### config.mk
export PLATFORM = sky130hd
export DESIGN_NAME = pattern_checker_v2
export DESIGN_NICKNAME = d
export VERILOG_FILES = /design/src/rtl/pattern_checker_v2.sv
export SDC_FILE = /design/constraint.sdc
export NUM_CORES = 1
export LEC_CHECK = 0
export ABC_AREA = 1
export CORE_MARGIN = 4
export CORE_UTILIZATION = 35
export CTS_BUF_LIST = sky130_fd_sc_hd__clkbuf_4 sky130_fd_sc_hd__clkbuf_8
export DETAILED_ROUTE_END_ITERATION = 12
export PLACE_DENSITY_LB_ADDON = 0.25
export SYNTH_ARGS = -nofsm -noshare
export SYNTH_HDL_FRONTEND = slang
export SYNTH_SLANG_ARGS = --single-unit
export TNS_END_PERCENT = 10
### constraint.sdc
create_clock -name clkin -period 4.7 [get_ports clkin]
set_input_delay 1.175 -clock clkin [delete_from_list [all_inputs] [get_ports clkin]]
set_output_delay 1.175 -clock clkin [all_outputs]
set_load 0.005 [all_outputs]
### src/rtl/pattern_checker_v2.sv
// Data-pattern checker: hunts for lock on inc/dec/walking-one streams, then free-runs and counts errors.
// Optional on-chip loopback generator enabled by defining PATTERN_CHECKER_GEN_EN.
module pattern_checker_v2 #(
  parameter int WIDTH      = 8,
  parameter int STEP       = 1,
  parameter int LOCK_COUNT = 4,
  parameter int LOSS_COUNT = 3,
  parameter int CNT_W      = 16
) (
  input  logic             clkin,
  input  logic             rstin,
  input  logic [1:0]       mode,
  input  logic             clear,
  input  logic [WIDTH-1:0] din,
  input  logic             din_valid,
  output logic             locked,
  output logic             match,
  output logic [CNT_W-1:0] err_count,
  output logic [WIDTH-1:0] expected
`ifdef PATTERN_CHECKER_GEN_EN
  ,
  input  logic             gen_en,
  output logic [WIDTH-1:0] gen_data
`endif
);

  localparam int HIT_W  = $clog2(LOCK_COUNT + 1);
  localparam int MISS_W = $clog2(LOSS_COUNT + 1);
  localparam logic [WIDTH-1:0]  STEP_V = WIDTH'(STEP);
  localparam logic [HIT_W-1:0]  LOCK_V = HIT_W'(LOCK_COUNT);
  localparam logic [MISS_W-1:0] LOSS_V = MISS_W'(LOSS_COUNT);

  typedef enum logic [1:0] {
    S_HUNT   = 2'b00,
    S_TRACK  = 2'b01,
    S_LOCKED = 2'b10
  } state_t;

  function automatic logic [WIDTH-1:0] f_next(input logic [1:0] m, input logic [WIDTH-1:0] x);
    case (m)
      2'b01:   return x - STEP_V;
      2'b10:   return {x[WIDTH-2:0], x[WIDTH-1]};
      default: return x + STEP_V;
    endcase
  endfunction

  state_t             r_state, w_state_nxt;
  logic [1:0]         r_mode;
  logic [WIDTH-1:0]   r_expected, w_expected_nxt;
  logic               r_match, w_match_nxt;
  logic               r_locked, w_locked_nxt;
  logic [CNT_W-1:0]   r_err, w_err_nxt;
  logic [HIT_W-1:0]   r_hit, w_hit_nxt, w_hit_inc;
  logic [MISS_W-1:0]  r_miss, w_miss_nxt, w_miss_inc;
  logic [1:0]         w_mode_n;
  logic               w_mode_chg;

  // Mode 11 aliases increment, so it is folded before comparison with the registered mode.
  assign w_mode_n   = (mode == 2'b11) ? 2'b00 : mode;
  assign w_mode_chg = (w_mode_n != r_mode);
  assign w_hit_inc  = r_hit + HIT_W'(1);
  assign w_miss_inc = r_miss + MISS_W'(1);

  // Next-state and next-output logic for the hunt/track/locked machine.
  always_comb begin
    w_state_nxt    = r_state;
    w_expected_nxt = r_expected;
    w_match_nxt    = r_match;
    w_locked_nxt   = r_locked;
    w_err_nxt      = r_err;
    w_hit_nxt      = r_hit;
    w_miss_nxt     = r_miss;
    if (clear) begin
      w_state_nxt  = S_HUNT;
      w_match_nxt  = 1'b0;
      w_locked_nxt = 1'b0;
      w_err_nxt    = {CNT_W{1'b0}};
      w_hit_nxt    = {HIT_W{1'b0}};
      w_miss_nxt   = {MISS_W{1'b0}};
    end else if (w_mode_chg) begin
      w_state_nxt  = S_HUNT;
      w_match_nxt  = 1'b0;
      w_locked_nxt = 1'b0;
      w_hit_nxt    = {HIT_W{1'b0}};
      w_miss_nxt   = {MISS_W{1'b0}};
    end else if (din_valid) begin
      case (r_state)
        S_HUNT: begin
          w_expected_nxt = f_next(r_mode, din);
          w_hit_nxt      = {HIT_W{1'b0}};
          w_match_nxt    = 1'b0;
          w_state_nxt    = S_TRACK;
        end
        S_TRACK: begin
          if (din == r_expected) begin
            w_match_nxt    = 1'b1;
            w_expected_nxt = f_next(r_mode, r_expected);
            if (w_hit_inc == LOCK_V) begin
              w_state_nxt  = S_LOCKED;
              w_locked_nxt = 1'b1;
              w_hit_nxt    = {HIT_W{1'b0}};
            end else begin
              w_hit_nxt    = w_hit_inc;
            end
          end else begin
            w_match_nxt    = 1'b0;
            w_expected_nxt = f_next(r_mode, din);
            w_hit_nxt      = {HIT_W{1'b0}};
          end
        end
        S_LOCKED: begin
          // Prediction free-runs so an isolated corrupt word never re-aligns the tracker.
          w_expected_nxt = f_next(r_mode, r_expected);
          if (din == r_expected) begin
            w_match_nxt = 1'b1;
            w_miss_nxt  = {MISS_W{1'b0}};
          end else begin
            w_match_nxt = 1'b0;
            w_err_nxt   = (r_err == {CNT_W{1'b1}}) ? r_err : r_err + CNT_W'(1);
            if (w_miss_inc == LOSS_V) begin
              w_state_nxt  = S_HUNT;
              w_locked_nxt = 1'b0;
              w_miss_nxt   = {MISS_W{1'b0}};
            end else begin
              w_miss_nxt   = w_miss_inc;
            end
          end
        end
        default: begin
          w_state_nxt  = S_HUNT;
          w_locked_nxt = 1'b0;
          w_match_nxt  = 1'b0;
        end
      endcase
    end else begin
      w_state_nxt = r_state;
    end
  end

  // State and output registers.
  always_ff @(posedge clkin or negedge rstin) begin
    if (!rstin) begin
      r_state    <= S_HUNT;
      r_mode     <= 2'b00;
      r_expected <= {WIDTH{1'b0}};
      r_match    <= 1'b0;
      r_locked   <= 1'b0;
      r_err      <= {CNT_W{1'b0}};
      r_hit      <= {HIT_W{1'b0}};
      r_miss     <= {MISS_W{1'b0}};
    end else begin
      r_state    <= w_state_nxt;
      r_mode     <= w_mode_n;
      r_expected <= w_expected_nxt;
      r_match    <= w_match_nxt;
      r_locked   <= w_locked_nxt;
      r_err      <= w_err_nxt;
      r_hit      <= w_hit_nxt;
      r_miss     <= w_miss_nxt;
    end
  end

  assign locked    = r_locked;
  assign match     = r_match;
  assign err_count = r_err;
  assign expected  = r_expected;

`ifdef PATTERN_CHECKER_GEN_EN
  logic [WIDTH-1:0] r_gen;
  logic [WIDTH-1:0] w_gen_seed;

  assign w_gen_seed = (w_mode_n == 2'b10) ? WIDTH'(1) : {WIDTH{1'b0}};

  // Loopback source; registered mode resets to increment, hence a zero seed at reset.
  always_ff @(posedge clkin or negedge rstin) begin
    if (!rstin) begin
      r_gen <= {WIDTH{1'b0}};
    end else if (clear || w_mode_chg) begin
      r_gen <= w_gen_seed;
    end else if (gen_en) begin
      r_gen <= f_next(w_mode_n, r_gen);
    end else begin
      r_gen <= r_gen;
    end
  end

  assign gen_data = r_gen;
`else
  // Checker-only build: no generator.
`endif

endmodule

---- Word-level counts from Yosys, hierarchy flattened ----
Index checks and enable logic that the tools add are counted.
operators by class
  add/subtract/negate cells ............... 7
  equality and inequality tests ........... 18
  mux-type cells .......................... 44
  bitwise operators ....................... 2
  reduce and logical (&&, ||, !) cells .... 14
operators by type and width
  cell                                                 count
  two-way mux 16 bit                                   6
  case mux 8 bit (2 select lines)                      2
  two-way mux 2 bit                                    14
  case mux 8 bit (3 select lines)                      1
  adder 16 x 1 -> 16 bit, second input constant        1
  adder 8 x 1 -> 8 bit, second input constant          2
  equality test 16 bit, second input constant          1
  != test 4 bit, second input constant                 4
  subtractor 8 x 1 -> 8 bit, second input constant     2
  two-way mux 3 bit                                    5
  two-way mux 1 bit                                    12
  AND reduction 5 bit                                  2
  nonzero test 3 bit                                   3
  equality test 2 bit, second input constant           4
  equality test 8 bit                                  1
  two-way mux 8 bit                                    1
  != test 2 bit, second input constant                 3
  case mux 2 bit (3 select lines)                      1
  case mux 3 bit (2 select lines)                      1
  AND reduction 6 bit                                  1
  equality test 2 x 1 -> 1 bit, second input constant  2
  AND reduction 2 bit                                  2
  AND reduction 4 bit                                  1
  nonzero test 2 bit                                   2
  other kinds (10)                                     11
storage, ports and cells
  register bits ........................... 35
  input port bits ......................... 14
  output and inout port bits .............. 26
  logic and storage cells ................. 93

---- Logic depth before layout (Yosys ltp) ----
Gate-level depths: netlist of the first run.
  depth after elaboration ................. 8
  depth in mapped cells ................... 19
  mapped depth without buffers ............ 18

---- Least setup slack after synthesis of the first run ----
Ideal clock, no wire load.
  path type ............................... input port to flip-flop
  start point ............................. in din[1]
  end point ............................... reg r_expected[6], in the netlist expected[6]
  setup time .............................. 0.116 ns
  data arrival time ....................... 2.231 ns
  data required time ...................... 4.584 ns
  slack ................................... 2.352 ns
  stages .................................. 15
  buffers on the path ..................... 0
  cells stage by stage .................... nand3_1 > nand2_1 > inv_1 > ha_1 > inv_1 > nand2_1 > inv_1 > nor2_1 > nand3_1 > nand3_1 > nand3_1 > nand2_1 > nand2_1 > nand2_1 > nand2_1
between the ends
  longest elaborated chain between the ends .. 4
  elaborated cells on any way between the ends .. 6
  classes of those cells .................. add/sub: 2; eq/ne: 1; mux: 3
RTL lines
  what                                                                      line    RTL
  start: declaration                                                        14      input logic [WIDTH-1:0] din,
  adder 8 x 1 -> 8 bit / subtractor 8 x 1 -> 8 bit (equally long branches)  43, 41
  case mux 8 bit (2 select lines)                                           40      case (m)
  two-way mux 8 bit                                                         95      if (din == r_expected) begin
  case mux 8 bit (3 select lines) *                                         87      case (r_state)
  end signal: assignment                                                    145     r_expected <= {WIDTH{1'b0}};
  end signal: assignment                                                    154     r_expected <= w_expected_nxt;
  end: declaration                                                          49      logic [WIDTH-1:0] r_expected, w_expected_nxt;
Mark *: on every way between the ends. The rest lies on a longest branch, timed or not.
A chain may end at the register's enable or synchronous reset.

---- Final worst setup path of the first run ----
  start point ............................. in mode[1]
  end point ............................... reg r_expected[3], in the netlist expected[3]
between the ends
  longest elaborated chain between the ends .. 5
RTL lines
  what                                    line  RTL
  start: declaration                      12    input logic [1:0] mode,
  equality test 2 bit                     59    assign w_mode_n = (mode == 2'b11) ? 2'b00 : mode;
  two-way mux 2 bit *                     59
  != test 2 bit *                         60    assign w_mode_chg = (w_mode_n != r_mode);
  NOT 1 bit (no source line) *            --
  AND reduction 4 bit (no source line) *  --
Marked as above.

==> results of run 1 <==
cell type report:
| type | instances | area share, % |
|---|---|---|
| inverter | 66 | 6.811 |
| sequential | 35 | 24.08 |
| tap | 105 | 3.612 |
| clock buffer | 6 | 2.098 |
| timing repair buffer | 40 | 10.94 |
| multi-input combinational | 388 | 52.46 |
metrics by stage:
stage	util, %	total power [mW]	instance area (sq um)	hold WS (ns)
global placement	42.48	0.7493	3561	0.4920
finish	43.39	0.9601	3637	0.4979
CTS	43.39	0.9657	3637	0.5040
global route	43.39	1.038	3637	0.5266
floorplan	-	0.6137	3087	0.4752
detailed placement	42.48	0.7519	3561	0.4882
power by group through the flow:
stage	combinational [mW]	sequential, mW	clock (mW)
floorplan	0.244	0.369	0
global placement	0.367	0.382	0
detailed placement	0.371	0.381	0
CTS	0.373	0.376	0.217
global route	0.423	0.382	0.233
finish	0.372	0.375	0.213
routing by layer:
layer  GRT usage, %  routed length [um]  share of wire [%]  vias to the layer above
met5              0                   0                  0                        -
met4          3.633                  54               0.66                        0
met3          2.526                 370                4.5                        5
met2          24.85                3710                 45                       71
met1          23.86                4080                 50                     1466
li1               -                   -                  -                     1692
how the worst max path moves through the flow:
stage	start	end	slack, ns
after floorplan	din[1]	expected[6]	2.35
after global placement	mode[0]	expected[3]	1.41
after detailed placement	mode[0]	expected[3]	1.32
after CTS	mode[0]	expected[3]	1.63
after global routing	mode[0]	expected[2]	1.29
final	mode[1]	expected[3]	1.57
cells in the mapped netlist:
| cell type | number |
|---|---|
| o21ai_0 | 21 |
| buf_6 | 2 |
| o41ai_1 | 1 |
| dfrtp_1 | 35 |
| a21oi_2 | 1 |
| a21oi_1 | 15 |
| or2_1 | 1 |
| nand2_4 | 1 |
| nand2_2 | 6 |
| nor2_4 | 2 |
| a32o_1 | 1 |
| ha_1 | 10 |
| or2_2 | 1 |
| o21ai_1 | 5 |
| clkbuf_1 | 4 |
| nand3_4 | 1 |
| a41oi_1 | 1 |
| xor2_1 | 9 |
| nand4_1 | 12 |
| nand2_1 | 174 |
| nor3_2 | 1 |
| o21bai_1 | 1 |
| buf_2 | 2 |
| clkinv_1 | 1 |
| nand3_1 | 60 |
| a21boi_1 | 1 |
| nor2_1 | 42 |
| nor3_1 | 7 |
| inv_1 | 58 |
| buf_4 | 1 |
| xnor2_1 | 2 |
| a22oi_1 | 1 |
| o31ai_1 | 9 |
| inv_2 | 7 |
| nor3_4 | 1 |
| a31oi_1 | 1 |
placed cells by master, fill, tap and decap left out, types with 10 or more instances in the layout:
| master | count |
|---|---|
| o21ai_0 | 21 |
| nor2_1 | 42 |
| nand3_1 | 60 |
| dfrtp_1 | 35 |
| a21oi_1 | 15 |
| nand4_1 | 12 |
| inv_1 | 58 |
| nand2_1 | 174 |
| clkdlybuf4s50_1 | 39 |
| ha_1 | 10 |
worst register-to-register path, stage by stage, from the launching register on:
cell and delay [ns]:
dfrtp_1 0.45, inv_2 0.15, nand2_2 0.28, nand2_1 0.18
nand2_1 0.08, inv_1 0.06, ha_1 0.13, inv_1 0.04
nand2_1 0.05, inv_1 0.05, nor2_1 0.18, nand3_1 0.13
nand3_1 0.11, nand3_1 0.09, nand2_1 0.10, nand2_1 0.06
nand2_1 0.06, nand2_1 0.05
logic make-up after synthesis:
group                      after synthesis
and+or+nand+nor                        309
buffers and inverters                   75
AOI/OAI and AO/OA                       58
DFF                                     35
xor gates and xnor gates                11
adders and majority gates               10
flip-flops by register name, indices dropped and copies added (netlist names):
register,count
r_state,2
r_mode,2
err_count,16
r_miss,2
expected,8
match,1
locked,1
r_hit,3
==> impl_metrics.csv, run 1 <==
group,metric,value,unit
status,outcome,"complete, no violations",
yosys,ys_types,36,
critical_path,r2r_end,"expected[6]",
place,dp_cells,634,
critical_path,r2r_start,"r_mode[1]",
sta,worst_clock_skew,0.006636,ns
yosys,synth-compound-area-share,10.94,%
clock_tree,clk_pin_slew,0.07,ns
yosys,synth.area.top_cells,"dfrtp_1 (28%), nand2_1 (21%), nand3_1 (9.7%), inv_1 (7.1%), nor2_1 (5.1%)",
clock_tree,clkLatencyLatePin,0.29,ns
global_route,grt-ovfl-total,0,
critical_path,crit_path_end_kind,"register",
detailed_routing,post_drt_via_cell_ratio,5.053,
power,p_leak,1.808,nW
place,port_buffers,39,
yosys,seq_area_frac_synth,28.37,%
power,power.share.switching,39.18,%
yosys,synthAdderAreaFrac,4.054,%
layout,register_area,875.8,sq um
power,p_seq_share,39.1,%
yosys,synth_warnings,0,
detailed_routing,post_drt_wl_per_cell,12.84,um
layout,antenna_cells,0,
critical_path,slowest_stage,"clkdlybuf4s50_1",
detailed_routing,drt_wl_total,8215,um
place,dp_hpwl,6315,um
power,pwr-share-comb,38.7,%
critical_path,worstSetupPathDepth,12,
layout,area_delta_synth_final,17.84,%
power,pwr-share-clk,22.2,%
yosys,synth_area_leader_cell,"dfrtp_1",
sta,worstMarginPinSlew,0.7263,ns
critical_path,crit_top_cell,"nand2_1",
yosys,syn_inst,498,
sta,rsz0062_at_grt,"false",
power,powerDensity,264.0,nW/um^2
critical_path,required,4.87,ns
clock_tree,post-cts-setup-buffers,0,
floorplan,core,8382,sq um
critical_path,cp_slowest_stage_delay,0.47,ns
floorplan,boundaryPins,40,
critical_path,critical_path.max_fanout,11,
place,globalplace.congestion,0.8649,
power,max-vdd-ir-drop,125.8,uV
global_route,track_usage,16.14,%
floorplan,die_y,101.9,um
floorplan,start_util,36.83,%
floorplan,rows,33,
worst_hold_path,hold_end,"locked",
global_route,grt_pass1_wl,13450,um
critical_path,critical-path-top-delay-family,"simple AND/OR/NAND/NOR gates",
yosys,synthXorXnorAreaFrac,3.121,%
clock_tree,cts_buffer_depth,2,
sta,slew_headroom,51.46,%
critical_path,crit_type,"input pin to register",
yosys,syn_area,3087,sq um
global_route,grt_pass1_vias,2800,
clock_tree,cts_sinks,35,
worst_hold_path,hold-path-cell-count,2,
clock_tree,hold_buffers,0,
yosys,syn_nets,522,
detailed_routing,antenna_left,0,
yosys,synth_seq_cells,35,
sta,setup_violations,0,
critical_path,r2r_slack,2.33,ns
power,switching_power,0.3761,mW
detailed_routing,drtPass1Iterations,4,
layout,layout.cells.non_filler,640,
yosys,synth-simple-area-share,43.70,%
detailed_routing,drc_errors,0,
clock_tree,cts-root-buf,"clkbuf_8",
place,pre_cts_slack,1.324,ns
run,max_cap_viol_count,0,
critical_path,start_kind,"input pin",
clock_tree,htree_levels,2,
global_route,grt_max_degree,36,
yosys,synthMuxAreaShare,0,%
clock_tree,cts_resized,0,
power,internal_power,0.5840,mW
worst_hold_path,hold_class,"register to register",
sta,fin_ws,1.570,ns
detailed_routing,drtIter0Drc,141,
sta,finalHoldViolations,0,
critical_path,worstPathArrival,3.30,ns
yosys,synth_area_per_cell,6.198,sq um
clock_tree,cts_tree,"built",
critical_path,rr_worst_depth,17,
worst_hold_path,hp-start,"locked",
layout,fillers,892,
critical_path,critPathBufInv,3,
sta,finalMaxSlewViolations,0,
sta,fin_crit_sh,66.60,%
layout,drive_above_1_share,5.234,%
clock_tree,cts_made_buffers,5,
sta,period_minus_slack,3.130,ns
floorplan,die-width,101.9,um
layout,final_nets,560,
yosys,synth_top_family_by_area,"simple AND/OR/NAND/NOR gates",
floorplan,die_area,10390,sq um
detailed_routing,vias,3234,
layout,multi_input_area,1908,sq um
yosys,synth.top_cell.area_share,28.37,%
global_route,antenna_found_initial,0,
sta,finalSetupTns,0,ns
sta,fmax,319.5,MHz
critical_path,worstPathCellList,"clkdlybuf4s50_1 -> inv_1 -> nand2_1 -> nand2_1 -> nand3_1 -> nand2_1 -> nor2_1 -> nand2_1 -> nor2_4 -> inv_2 -> a21oi_1 -> a21boi_1",
No activity file was read; power rests on OpenSTA's default activity.
==> run 2, diff against run 1 <==
- clock period: 4.7 -> 2.8 ns (I/O delays scaled with it)
==> impl_metrics.csv, run 2 (synthesized netlist as in run 1, its figures left out) <==
group,metric,value,unit
power,powerDensity,455.6,nW/um^2
status,outcome,"complete, no violations",
floorplan,boundaryPins,40,
critical_path,crit_path_end_kind,"register",
place,globalplace.congestion,0.8933,
clock_tree,cts_sinks,35,
power,max-vdd-ir-drop,193.2,uV
place,pre_cts_slack,0.01370,ns
layout,final_common_cell,"nand2_1",
worst_hold_path,hold-path-cell-count,2,
detailed_routing,vias,3320,
detailed_routing,antenna_left,0,
clock_tree,clkLatencyLatePin,0.30,ns
critical_path,start_kind,"input pin",
clock_tree,post-cts-setup-buffers,0,
detailed_routing,drtIter0Drc,141,
global_route,antenna_found_initial,0,
global_route,grt_max_degree,36,
layout,multi_input_area,1908,sq um
sta,fin_ws,0.3087,ns
layout,area_delta_synth_final,19.54,%
clock_tree,cts-root-buf,"clkbuf_8",
power,pwr-share-comb,37.7,%
layout,largest_reg_flops,16,
power,switching_power,0.6717,mW
critical_path,crit_type,"input pin to register",
clock_tree,htree_levels,2,
clock_tree,cts_resized,0,
critical_path,worstPathArrival,2.69,ns
clock_tree,clk_pin_slew,0.08,ns
sta,finalSetupTns,0,ns
place,port_buffers,39,
global_route,grt-ovfl-total,0,
global_route,grt_pass1_vias,3234,
detailed_routing,drtPass1Iterations,5,
floorplan,start_util,36.83,%
layout,antenna_cells,0,
critical_path,required,3.00,ns
floorplan,core,8382,sq um
place,dp_hpwl,6451,um
floorplan,die-width,101.9,um
sta,fmax,401.4,MHz
worst_hold_path,hold_class,"register to register",
floorplan,die_y,101.9,um
sta,slew_headroom,67.28,%
layout,final_nets,564,
sta,fin_crit_sh,88.97,%
sta,setup_violations,0,
clock_tree,cts_made_buffers,5,
power,p_seq_share,37.5,%
global_route,grt_pass1_wl,14950,um
power,p_leak,1.835,nW
global_route,track_usage,17.78,%
layout,final_cell_mix,"nand2_1 (174), nand3_1 (60), inv_1 (58)",
power,power.share.switching,39.96,%
detailed_routing,drt_wl_total,8618,um
power,pwr-share-clk,24.8,%
floorplan,rows,33,
sta,worstMarginPinSlew,0.4907,ns
critical_path,rr_worst_depth,17,
power,internal_power,1.009,mW
detailed_routing,post_drt_wl_per_cell,13.34,um
clock_tree,cts_tree,"built",
clock_tree,hold_buffers,0,
sta,period_minus_slack,2.491,ns
layout,fillers,898,
sta,rsz0062_at_grt,"false",
detailed_routing,drc_errors,0,
sta,worst_clock_skew,0.01224,ns
floorplan,die_area,10390,sq um
sta,finalHoldViolations,0,
layout,register_area,875.8,sq um
detailed_routing,post_drt_via_cell_ratio,5.139,
critical_path,critical_path.max_fanout,10,
sta,finalMaxSlewViolations,0,
layout,drive_above_1_share,6.285,%
clock_tree,cts_buffer_depth,2,
run,max_cap_viol_count,0,
[run 2: power groups by stage]
| stage | registers [mW] | clock network [mW] | logic, mW |
|---|---|---|---|
| 2_1_floorplan | 0.620 | 0 | 0.410 |
| 3_3_place_gp | 0.639 | 0 | 0.625 |
| 3_5_place_dp | 0.639 | 0 | 0.632 |
| 4_1_cts | 0.630 | 0.431 | 0.637 |
| 5_1_grt | 0.640 | 0.450 | 0.732 |
| 6_report | 0.630 | 0.417 | 0.634 |
[run 2: worst paths after layout]
path	start	to	slack, ns
min	match	match	0.52
max in group asynchronous	rstin	expected[6]	1.63
max	din[5]	expected[5]	0.31
min in group asynchronous	rstin	err_count[4]	0.82
min reg2reg	match	match	0.52
max reg2reg	r_mode[1]	expected[6]	0.51
[run 2: final cells by class]
| cell class | count | area share [%] |
|---|---|---|
| clock buffer | 6 | 2.238 |
| clock inverter | 2 | 0.4408 |
| multi-input combinational | 388 | 51.71 |
| tap | 105 | 3.561 |
| sequential | 35 | 23.74 |
| inverter | 66 | 6.714 |
| timing repair buffer | 44 | 11.60 |
[run 2: critical path, stage by stage]
cell	delay, ns
clkdlybuf4s50_1	0.59
inv_1	0.14
nand2_1	0.08
nand4_1	0.09
nor2_1	0.20
nand2_2	0.21
a21oi_2	0.35
nor2_1	0.07
nand2_1	0.11
nand2_1	0.06
nand2_1	0.05
nand2_1	0.04
[run 2: per-layer routing]
layer  vias to the layer above  wire length, um  track usage (%)  share of wire [%]
li1                       1688                -                -                  -
met1                      1542             3992            24.00                 46
met2                        75             4058            28.87                 47
met3                        15              408            2.935                4.7
met4                         0              158            6.256                1.8
met5                         -                0                0                  0
[run 2: stage by stage]
| stage | power, mW | instances | util [%] | area [sq um] | hold slack, ns |
|---|---|---|---|---|---|
| 2_1_floorplan | 1.030 | 498 | - | 3087 | 0.4044 |
| 3_3_place_gp | 1.264 | 638 | 42.84 | 3591 | 0.4927 |
| 3_5_place_dp | 1.272 | 638 | 42.84 | 3591 | 0.4859 |
| 4_1_cts | 1.697 | 646 | 44.02 | 3690 | 0.5195 |
| 5_1_grt | 1.822 | 646 | 44.02 | 3690 | 0.5356 |
| 6_report | 1.681 | 646 | 44.02 | 3690 | 0.5162 |
==> run 3, diff against run 2 <==
- CORE_UTILIZATION: 35 -> 30
- TNS_END_PERCENT: 10 -> 100
==> impl_metrics.csv, run 3 (synthesized netlist as in run 1, its figures left out) <==
group,metric,value,unit
floorplan,boundaryPins,40,
layout,area_delta_synth_final,22.46,%
clock_tree,cts_sinks,35,
critical_path,r2r_slack,0.80,ns
sta,fmax,417.2,MHz
sta,rsz0062_at_grt,"false",
floorplan,start_util,31.15,%
floorplan,die_area,11980,sq um
clock_tree,cts_made_buffers,5,
sta,period_minus_slack,2.397,ns
detailed_routing,post_drt_via_cell_ratio,4.941,
critical_path,r2r_start,"r_mode[0]",
floorplan,die-width,109.4,um
power,p_leak,1.865,nW
clock_tree,cts_buffer_depth,2,
run,max_cap_viol_count,0,
global_route,grt-ovfl-total,0,
layout,fillers,1097,
global_route,grt_pass1_vias,3288,
sta,finalHoldViolations,0,
place,dp_hpwl,6883,um
power,powerDensity,488.5,nW/um^2
place,port_buffers,39,
critical_path,worstPathArrival,2.59,ns
layout,fin_area,3780,sq um
critical_path,start_kind,"input pin",
sta,setup_violations,0,
critical_path,crit_type,"input pin to register",
critical_path,startpoint,"din[0]",
layout,final_cell_mix,"nand2_1 (174), nand3_1 (60), inv_1 (58)",
layout,largest_reg_flops,16,
sta,worstMarginPinSlew,0.8133,ns
critical_path,rr_worst_depth,14,
global_route,antenna_found_initial,0,
power,max-vdd-ir-drop,244.1,uV
detailed_routing,drc_errors,0,
place,globalplace.congestion,0.8792,
status,outcome,"complete, no violations",
global_route,grt_max_degree,36,
clock_tree,hold_buffers,0,
floorplan,die_y,109.4,um
place,pre_cts_slack,0.09641,ns
layout,final_nets,567,
clock_tree,clkLatencyLatePin,0.30,ns
global_route,track_usage,15.94,%
layout,finish.utilization,38.14,%
detailed_routing,vias,3345,
floorplan,rows,36,
sta,fin_crit_sh,85.60,%
worst_hold_path,hold_class,"input pin to async pin",
layout,final_common_cell,"nand2_1",
detailed_routing,drtIter0Drc,187,
critical_path,crit_path_end_kind,"register",
clock_tree,cts_resized,0,
critical_path,critical_path.max_fanout,10,
detailed_routing,drtPass1Iterations,5,
critical_path,required,3.00,ns
layout,antenna_cells,0,
critical_path,r2r_end,"expected[4]",
critical_path,endpoint,"expected[5]",
clock_tree,htree_levels,2,
sta,finalSetupTns,0,ns
sta,worst_clock_skew,0.01458,ns
global_route,grt_pass1_wl,15630,um
clock_tree,cts_tree,"built",
clock_tree,post-cts-setup-buffers,0,
sta,finalMaxSlewViolations,0,
place,placed_area,3643,sq um
clock_tree,cts-root-buf,"clkbuf_8",
floorplan,core,9910,sq um
layout,drive_above_1_share,6.985,%
clock_tree,clk_pin_slew,0.09,ns
detailed_routing,drt_wl_total,9019,um
detailed_routing,antenna_left,0,
sta,fin_ws,0.4032,ns
sta,slew_headroom,45.78,%
detailed_routing,post_drt_wl_per_cell,13.32,um
==> run 3: worst min-delay path by stage <==
stage	startpoint	depth (start not counted)	to	slack (ns)
after floorplan	rstin	0	err_count[0]	0.40
after global placement	locked	2	locked	0.49
after detailed placement	locked	2	locked	0.49
after CTS	locked	2	locked	0.51
after global routing	locked	2	locked	0.55
final	rstin	1	r_hit[0]	0.50
==> run 3: power by group <==
group / leakage [nW] / total, mW / switching, mW / internal, mW
combinational: 1.33 / 0.643 / 0.383 / 0.261
clock: 0.0644 / 0.564 / 0.208 / 0.356
sequential: 0.468 / 0.640 / 0.0902 / 0.549
==> run 3: cell type report <==
cell class,instances,area [sq um],area share [%]
clock inverter,3,67.56,1.787
sequential,35,875.8,23.17
multi-input combinational,388,1908,50.48
inverter,66,247.7,6.554
timing repair buffer,47,445.4,11.78
clock buffer,5,68.82,1.821
tap,133,166.4,4.403
==> run 3: metrics by stage <==
stage	hold slack [ns]	total power, mW	std cells
after global placement	0.4907	1.288	669
after detailed placement	0.4941	1.290	669
after CTS	0.5134	1.862	677
final	0.4952	1.847	677
after floorplan	0.4044	1.030	498
after global routing	0.5451	1.988	677
==> run 3: layer usage <==
metal,part of all wire (%),vias up,wire (um),global-route usage (%)
met5,0,-,0,0
met4,1.3,0,121,4.898
met3,4.9,8,438,2.173
met2,47,100,4279,26.46
met1,46,1541,4180,21.47
li1,-,1696,-,-
==> run 3: critical path, stage by stage <==
cell,delay (ns)
clkdlybuf4s50_1,0.61
inv_1,0.09
nand2_1,0.07
nand4_1,0.09
nor2_1,0.18
nand2_2,0.19
a21oi_2,0.32
nor2_1,0.07
nand2_1,0.11
nand2_1,0.06
nand2_1,0.06
nand2_1,0.05
